==> config.mk <==
export PLATFORM = sky130hd
export DESIGN_NAME = cpu_datapath_flat
export DESIGN_NICKNAME = d
export VERILOG_FILES = /design/src/rtl/cpu_datapath_if.sv /design/src/rtl/cpu_datapath.sv /design/src/flat_wrapper.sv
export SDC_FILE = /design/constraint.sdc
export NUM_CORES = 2
export LEC_CHECK = 0
export CORE_MARGIN = 5
export CORE_UTILIZATION = 55
export CTS_CLUSTER_DIAMETER = 200
export DETAILED_ROUTE_END_ITERATION = 12
export HOLD_SLACK_MARGIN = 0.05
export PLACE_DENSITY = 0.74
export SLEW_MARGIN = 20
export SYNTH_ARGS = -nofsm -noshare
export SYNTH_HDL_FRONTEND = slang
export SYNTH_SLANG_ARGS = --single-unit
==> constraint.sdc <==
create_clock -name clk -period 21.3 [get_ports clk]
set_input_delay 2.13 -clock clk [delete_from_list [all_inputs] [get_ports clk]]
set_output_delay 2.13 -clock clk [all_outputs]
set_load 0.01 [all_outputs]
==> src/rtl/cpu_datapath_if.sv <==
// cpu_datapath_if: bundles the register-bank, operand-select and ALU
// signals of the execution datapath slice.
//   master : control side (drives enables, addresses, data, selects, opcode)
//   slave  : datapath side (returns read data, ALU result and flags)
// Parameter WIDTH sets the datapath and register width.
interface cpu_datapath_if #(
  parameter int WIDTH = 32
);
  logic             rd_en1;
  logic             rd_en2;
  logic [3:0]       rd_addr1;
  logic [3:0]       rd_addr2;
  logic [WIDTH-1:0] rd_data1;
  logic [WIDTH-1:0] rd_data2;
  logic             wr_en;
  logic [3:0]       wr_addr;
  logic [WIDTH-1:0] wr_data;
  logic             sel_a;
  logic             sel_b;
  logic [WIDTH-1:0] pc_in;
  logic [WIDTH-1:0] imm_in;
  logic [3:0]       alu_op;
  logic             alu_en;
  logic [WIDTH-1:0] alu_out;
  logic             zero_flag;
  logic             carry_flag;

  modport master (
    output rd_en1, rd_en2, rd_addr1, rd_addr2,
    output wr_en, wr_addr, wr_data,
    output sel_a, sel_b, pc_in, imm_in, alu_op, alu_en,
    input  rd_data1, rd_data2, alu_out, zero_flag, carry_flag
  );

  modport slave (
    input  rd_en1, rd_en2, rd_addr1, rd_addr2,
    input  wr_en, wr_addr, wr_data,
    input  sel_a, sel_b, pc_in, imm_in, alu_op, alu_en,
    output rd_data1, rd_data2, alu_out, zero_flag, carry_flag
  );
endinterface

==> src/rtl/cpu_datapath.sv <==
// cpu_datapath: execution datapath slice of the multicycle RISC CPU.
// 16 x WIDTH register bank (two registered read ports, one write port),
// two combinational operand muxes and a 4-bit-opcode ALU whose result and
// zero/carry flags are registered when alu_en is high.
// Ports:
//   clk  - rising-edge clock
//   rst  - asynchronous active-high reset, clears all state
//   bus  - cpu_datapath_if.slave (read/write ports, selects, ALU control,
//          rd_data1/2, alu_out, zero_flag, carry_flag)
// Build option: define RF_BYPASS_EN for write-first forwarding on the read
// ports; left undefined the bank is read-first (old contents returned).
module cpu_datapath #(
  parameter int WIDTH = 32
) (
  input  logic          clk,
  input  logic          rst,
  cpu_datapath_if.slave bus
);

  localparam logic [WIDTH-1:0] ZERO_W = {WIDTH{1'b0}};
  localparam logic [WIDTH-1:0] ONE_W  = {{(WIDTH-1){1'b0}}, 1'b1};

  logic [WIDTH-1:0] regs_r [16];
  logic [WIDTH-1:0] rd_data1_r;
  logic [WIDTH-1:0] rd_data2_r;
  logic [WIDTH-1:0] alu_out_r;
  logic             zero_r;
  logic             carry_r;

  logic [WIDTH-1:0] rd_next1_s;
  logic [WIDTH-1:0] rd_next2_s;
  logic [WIDTH-1:0] op1_s;
  logic [WIDTH-1:0] op2_s;
  logic [WIDTH:0]   sum_s;
  logic [WIDTH:0]   inc_s;
  logic [WIDTH-1:0] alu_res_s;
  logic             carry_s;

  // Population count of a WIDTH-bit word, zero-extended to WIDTH bits.
  function automatic logic [WIDTH-1:0] popcount(input logic [WIDTH-1:0] v);
    logic [WIDTH-1:0] cnt;
    cnt = ZERO_W;
    for (int i = 0; i < WIDTH; i++) begin
      cnt = cnt + {{(WIDTH-1){1'b0}}, v[i]};
    end
    return cnt;
  endfunction

  // Register bank write port; R0 is an ordinary register.
  always_ff @(posedge clk or posedge rst) begin
    if (rst) begin
      for (int i = 0; i < 16; i++) begin
        regs_r[i] <= ZERO_W;
      end
    end else if (bus.wr_en) begin
      regs_r[bus.wr_addr] <= bus.wr_data;
    end
  end

  // Value each read port would capture on this edge.
`ifdef RF_BYPASS_EN
  // Write-first: a same-edge write to the addressed register is forwarded.
  always_comb begin
    if (bus.wr_en && (bus.wr_addr == bus.rd_addr1)) begin
      rd_next1_s = bus.wr_data;
    end else begin
      rd_next1_s = regs_r[bus.rd_addr1];
    end
    if (bus.wr_en && (bus.wr_addr == bus.rd_addr2)) begin
      rd_next2_s = bus.wr_data;
    end else begin
      rd_next2_s = regs_r[bus.rd_addr2];
    end
  end
`else
  // Read-first: the array still holds the pre-write value at the edge.
  always_comb begin
    rd_next1_s = regs_r[bus.rd_addr1];
    rd_next2_s = regs_r[bus.rd_addr2];
  end
`endif

  // Registered read ports; data holds while the enable is low.
  always_ff @(posedge clk or posedge rst) begin
    if (rst) begin
      rd_data1_r <= ZERO_W;
      rd_data2_r <= ZERO_W;
    end else begin
      if (bus.rd_en1) begin
        rd_data1_r <= rd_next1_s;
      end
      if (bus.rd_en2) begin
        rd_data2_r <= rd_next2_s;
      end
    end
  end

  // Operand multiplexers.
  always_comb begin
    op1_s = bus.sel_a ? bus.pc_in  : rd_data1_r;
    op2_s = bus.sel_b ? bus.imm_in : rd_data2_r;
  end

  // ALU core; carry is bit WIDTH of the widened sum, or the unsigned borrow.
  always_comb begin
    sum_s     = {1'b0, op1_s} + {1'b0, op2_s};
    inc_s     = {1'b0, op1_s} + {1'b0, ONE_W};
    alu_res_s = ZERO_W;
    carry_s   = 1'b0;
    case (bus.alu_op)
      4'd0: begin
        alu_res_s = sum_s[WIDTH-1:0];
        carry_s   = sum_s[WIDTH];
      end
      4'd1: begin
        alu_res_s = op1_s - op2_s;
        carry_s   = (op1_s < op2_s);
      end
      4'd2:  alu_res_s = op1_s & op2_s;
      4'd3:  alu_res_s = op1_s | op2_s;
      4'd4:  alu_res_s = op1_s ^ op2_s;
      4'd5:  alu_res_s = ~op1_s;
      4'd6:  alu_res_s = op1_s << op2_s[4:0];
      4'd7:  alu_res_s = $unsigned($signed(op1_s) >>> op2_s[4:0]);
      4'd8:  alu_res_s = op1_s >> op2_s[4:0];
      4'd9: begin
        alu_res_s = inc_s[WIDTH-1:0];
        carry_s   = inc_s[WIDTH];
      end
      4'd10: begin
        alu_res_s = op1_s - ONE_W;
        carry_s   = (op1_s == ZERO_W);
      end
      4'd11: alu_res_s = popcount(op1_s);
      default: begin
        alu_res_s = ZERO_W;
        carry_s   = 1'b0;
      end
    endcase
  end

  // Result and flag registers; hold while alu_en is low.
  always_ff @(posedge clk or posedge rst) begin
    if (rst) begin
      alu_out_r <= ZERO_W;
      zero_r    <= 1'b0;
      carry_r   <= 1'b0;
    end else if (bus.alu_en) begin
      alu_out_r <= alu_res_s;
      zero_r    <= (alu_res_s == ZERO_W);
      carry_r   <= carry_s;
    end
  end

  assign bus.rd_data1   = rd_data1_r;
  assign bus.rd_data2   = rd_data2_r;
  assign bus.alu_out    = alu_out_r;
  assign bus.zero_flag  = zero_r;
  assign bus.carry_flag = carry_r;

endmodule

==> src/flat_wrapper.sv <==
// flat-port wrapper written by rule: the top's interface ports become plain ports
module cpu_datapath_flat 
#(
  parameter int WIDTH = 32
)
  (clk, rst, bus_rd_en1, bus_rd_en2, bus_rd_addr1, bus_rd_addr2, bus_wr_en, bus_wr_addr, bus_wr_data, bus_sel_a, bus_sel_b, bus_pc_in, bus_imm_in, bus_alu_op, bus_alu_en, bus_rd_data1, bus_rd_data2, bus_alu_out, bus_zero_flag, bus_carry_flag);
  cpu_datapath_if #(.WIDTH(WIDTH)) bus_i ();
  input  logic clk;
  input  logic rst;
  input wire logic [$bits(bus_i.rd_en1)-1:0] bus_rd_en1;
  input wire logic [$bits(bus_i.rd_en2)-1:0] bus_rd_en2;
  input wire logic [$bits(bus_i.rd_addr1)-1:0] bus_rd_addr1;
  input wire logic [$bits(bus_i.rd_addr2)-1:0] bus_rd_addr2;
  input wire logic [$bits(bus_i.wr_en)-1:0] bus_wr_en;
  input wire logic [$bits(bus_i.wr_addr)-1:0] bus_wr_addr;
  input wire logic [$bits(bus_i.wr_data)-1:0] bus_wr_data;
  input wire logic [$bits(bus_i.sel_a)-1:0] bus_sel_a;
  input wire logic [$bits(bus_i.sel_b)-1:0] bus_sel_b;
  input wire logic [$bits(bus_i.pc_in)-1:0] bus_pc_in;
  input wire logic [$bits(bus_i.imm_in)-1:0] bus_imm_in;
  input wire logic [$bits(bus_i.alu_op)-1:0] bus_alu_op;
  input wire logic [$bits(bus_i.alu_en)-1:0] bus_alu_en;
  output wire logic [$bits(bus_i.rd_data1)-1:0] bus_rd_data1;
  output wire logic [$bits(bus_i.rd_data2)-1:0] bus_rd_data2;
  output wire logic [$bits(bus_i.alu_out)-1:0] bus_alu_out;
  output wire logic [$bits(bus_i.zero_flag)-1:0] bus_zero_flag;
  output wire logic [$bits(bus_i.carry_flag)-1:0] bus_carry_flag;
  assign bus_i.rd_en1 = bus_rd_en1;
  assign bus_i.rd_en2 = bus_rd_en2;
  assign bus_i.rd_addr1 = bus_rd_addr1;
  assign bus_i.rd_addr2 = bus_rd_addr2;
  assign bus_i.wr_en = bus_wr_en;
  assign bus_i.wr_addr = bus_wr_addr;
  assign bus_i.wr_data = bus_wr_data;
  assign bus_i.sel_a = bus_sel_a;
  assign bus_i.sel_b = bus_sel_b;
  assign bus_i.pc_in = bus_pc_in;
  assign bus_i.imm_in = bus_imm_in;
  assign bus_i.alu_op = bus_alu_op;
  assign bus_i.alu_en = bus_alu_en;
  assign bus_rd_data1 = bus_i.rd_data1;
  assign bus_rd_data2 = bus_i.rd_data2;
  assign bus_alu_out = bus_i.alu_out;
  assign bus_zero_flag = bus_i.zero_flag;
  assign bus_carry_flag = bus_i.carry_flag;
  cpu_datapath #(.WIDTH(WIDTH)) u_core (.clk(clk), .rst(rst), .bus(bus_i));
endmodule
==> qor.yml <==
synthesis:
  synth-edff-count: 0
  ys_seq_elements: 610
  synthesis.area_um2: 44100
  syn_avg_cell_area_um2: 11.7
  async_reset_ff_share_pct: 100
  yosys_most_used_dff: "dfrtp_1"
  synth.top_cell.area_share_pct: 34.6
  post_synth_top_cells: "dfrtp_1, mux2_2, mux4_2, nor2_1, clkbuf_1"
  synthesis.nets: 4014
  netlist-cell-type-count: 99
  synthesis.yosys.warnings: 0
  yosys.area.top_type: "dfrtp_1"
  seq_area_frac_synth_pct: 34.6
  yosys.cell_count.top_type: "dfrtp_1"
  synthCells: 3761
  main_area_contributors_after_synthesis: "dfrtp_1, mux4_2, mux2_2"
timing:
  setup_viol: 0
  timing.max_slew.rel_slack_pct: 9.89
  grt_setup_unrepaired: "false"
  worst_clock_skew_on_the_final_layout_ps: 23.4
  timing.setup.tns_ps: 0
  layout_setup_ws_ps: 9910
  pins_over_their_slew_limit: 0
  tightest_slew_ps: 1350
  max_clock_freq_ghz: 0.0878
  layout_min_cycle_time_ps: 11390
  fin_crit_sh_pct: 53.5
  timing_hold_violations_final: 0
critical_path:
  cp-startpoint: "bus_sel_a"
  rr_startpoint: "u_core.bus.rd_data1[20]$_DFFE_PP0P_"
  r2r_slack_ps: 11880
  cp_slowest_cell: "fa_1"
  critPathArrivalTime_ps: 11940
  endpoint_of_the_lowest_slack_register_to_register_path: "u_core.bus.zero_flag$_DFFE_PP0P_"
  cp-endpoint: "u_core.bus.zero_flag$_DFFE_PP0P_"
  critical_path_startpoint_category: "input pin"
  timing_worst_setup_path_type: "input pin to flip-flop"
  critical_path.max_stage_delay_ps: 630
  endpoint_class_of_the_critical_path: "flip-flop"
  cpMostUsedCell: "fa_1"
  timing.reg2reg.worst_path_depth: 23
  timing.critical_path.cells: "buf_4, buf_4, buf_4, mux2i_2, inv_2, fa_1, inv_1, fa_1, fa_1, fa_1, fa_1, fa_1, fa_1, fa_1, o21ai_0, a21oi_1, xnor2_1, nor2_1, or4_1, or4_1, or4b_1, nor2_1, nand4_1, o2bb2ai_1"
  worst_ep_required_time_ps: 21840
  critical_path.max_fanout: 39
route:
  drtIter0Drc: 5229
  route.detailed.wl_per_inst_um: 37.5
  avg_vias_per_cell: 7.49
  antenna_left: 0
  routed-via-count: 37200
  drtPass1Iterations: 7
  wl_um: 187000
  post-route-drc-count: 0
grt:
  grt_pass1_vias: 37000
  grt_start_max_net_pins: 164
  grt_remaining_overflow: 0
  total_routing_usage_gr_pct: 43.3
  grt_first_pass_wirelength_um: 271000
  grt_antenna_before_repair: 21
layout:
  design_area_um2: 49800
  fin_nets: 4115
  area_growth_syn_to_layout_pct: 12.9
  layout-drive-gt1-share_pct: 33.3
status:
  result_of_the_run: "completed"
floorplanning:
  rows: 103
  die_h_um: 293
  floorplan.core_area_um2: 79300
  ioPinCount: 218
  die_area_um2: 85900
  die_outline_width_um: 293
  starting_density_pct: 55.6
clock_tree:
  clk_latency_ps: 620
  count_of_buffers_added_by_post_cts_timing_repair_for_setup: 0
  cts-root-buf: "clkbuf_16"
  cts_made_buffers: 66
  clk_pin_slew_worst_paths_ps: 60
  cts_num_sinks: 610
  h-tree-depth: 3
  cts-hold-fix-buffers: 0
  postCtsResizedCells: 0
  clk_path_buf_depth: 3
  tritoncts: "built"
placed_design:
  gp_congestion: 1.13
  preCtsSetupSlack_ps: 9600
  port_buffers: 217
  place_hpwl_um: 128000
  place_area_um2: 47400
worst_hold_path:
  hp-class: "flip-flop to flip-flop"
  worstHoldStart: "u_core.bus.alu_out[27]$_DFFE_PP0P_"
pwr:
  power.density_nw_per_um2: 121
  p_leak_uw: 0.0203
  vdd.ir_drop.worst_v: 0.000157
flow_run:
  max-cap-violations: 0
==> layer usage <==
layer  wire (um)  GRT usage (%)  vias up
li1            -              -    14800
met1       66800           53.5    18800
met2       80900           63.1     2767
met3       22000           16.8      846
met4       16600           29.2       16
met5         112           1.50        -
==> cells by family after synthesis <==
logic type                 synth area share, %
xor gates and xnor gates                 0.794
adders and majority gates                 4.22
buffers and inverters                     4.09
muxes                                     37.0
DFF                                       34.6
AOI/OAI and AO/OA                         11.0
and+or+nand+nor                           8.29
==> where the power goes <==
part           internal (uW)  total (uW)  switching, uW
combinational           1340        3110           1770
sequential              1450        1770            321
clock                    661        1160            498
total                   3450        6040           2590
==> cell type report <==
cell class,instances,area (um^2)
tap,1050,1310
antenna,10,25.0
timing repair buffer,347,3140
multi-input combinational,2703,27300
clock inverter,24,283
fill,6251,29500
inverter,134,513
sequential,610,15300
clock buffer,93,1910
==> cells in the final DEF (no fill, tap or decap), types with 15 or more instances in the layout <==
cell / instances
mux2_2: 594
o21ai_0: 87
inv_2: 21
ha_1: 107
o211ai_1: 38
nor3_1: 57
o221ai_1: 16
nand4_1: 33
o22ai_1: 40
o31ai_1: 21
a21o_1: 29
xnor2_1: 35
clkdlybuf4s50_1: 201
mux2i_4: 16
nand3_1: 53
nor4_1: 32
clkbuf_16: 67
a2111oi_0: 22
buf_4: 126
a221oi_1: 28
a22oi_1: 30
nor2_1: 224
nand2_1: 153
a211oi_1: 42
dfrtp_1: 610
mux2i_1: 162
a21oi_1: 136
inv_1: 104
mux4_2: 333
fa_1: 26
a31oi_1: 20
or3_1: 15
==> flip-flops by register name (all words and copies together), names as in the netlist <==
name	flops
u_core.bus.rd_data1	32
u_core.regs_r	512
u_core.bus.alu_out	32
u_core.bus.zero_flag	1
u_core.bus.carry_flag	1
u_core.bus.rd_data2	32
==> worst min path at each step <==
stage / end / slack, ps / cells after the start
after CTS: u_core.bus.alu_out[27]$_DFFE_PP0P_ / 510 / 2
after global placement: u_core.bus.alu_out[27]$_DFFE_PP0P_ / 490 / 2
after floorplan: u_core.regs_r[445]$_DFFE_PP0P_ / 490 / 1
final: u_core.bus.alu_out[27]$_DFFE_PP0P_ / 510 / 2
after global routing: u_core.regs_r[319]$_DFFE_PP0P_ / 530 / 1
after detailed placement: u_core.bus.alu_out[27]$_DFFE_PP0P_ / 500 / 2
==> per-stage QoR <==
stage / util (%) / hold WS (ps) / total power [uW] / std cells
after floorplan: - / 491 / 3610 / 3761
after global placement: 59.8 / 492 / 4700 / 4837
after detailed placement: 59.8 / 499 / 4730 / 4837
after CTS: 62.6 / 512 / 5910 / 4954
after global routing: 62.8 / 528 / 6320 / 4963
final: 62.8 / 505 / 6040 / 4971
==> worst max-delay path, delay by kind of cell <==
kind	cells	cell delay, ps
simple gates	6	2530
buf+inv	5	1830
fa+ha+maj	8	4190
compound gates	3	460
xor+xnor	1	130
mux	1	570
No activity file was read; power rests on OpenSTA's default activity.
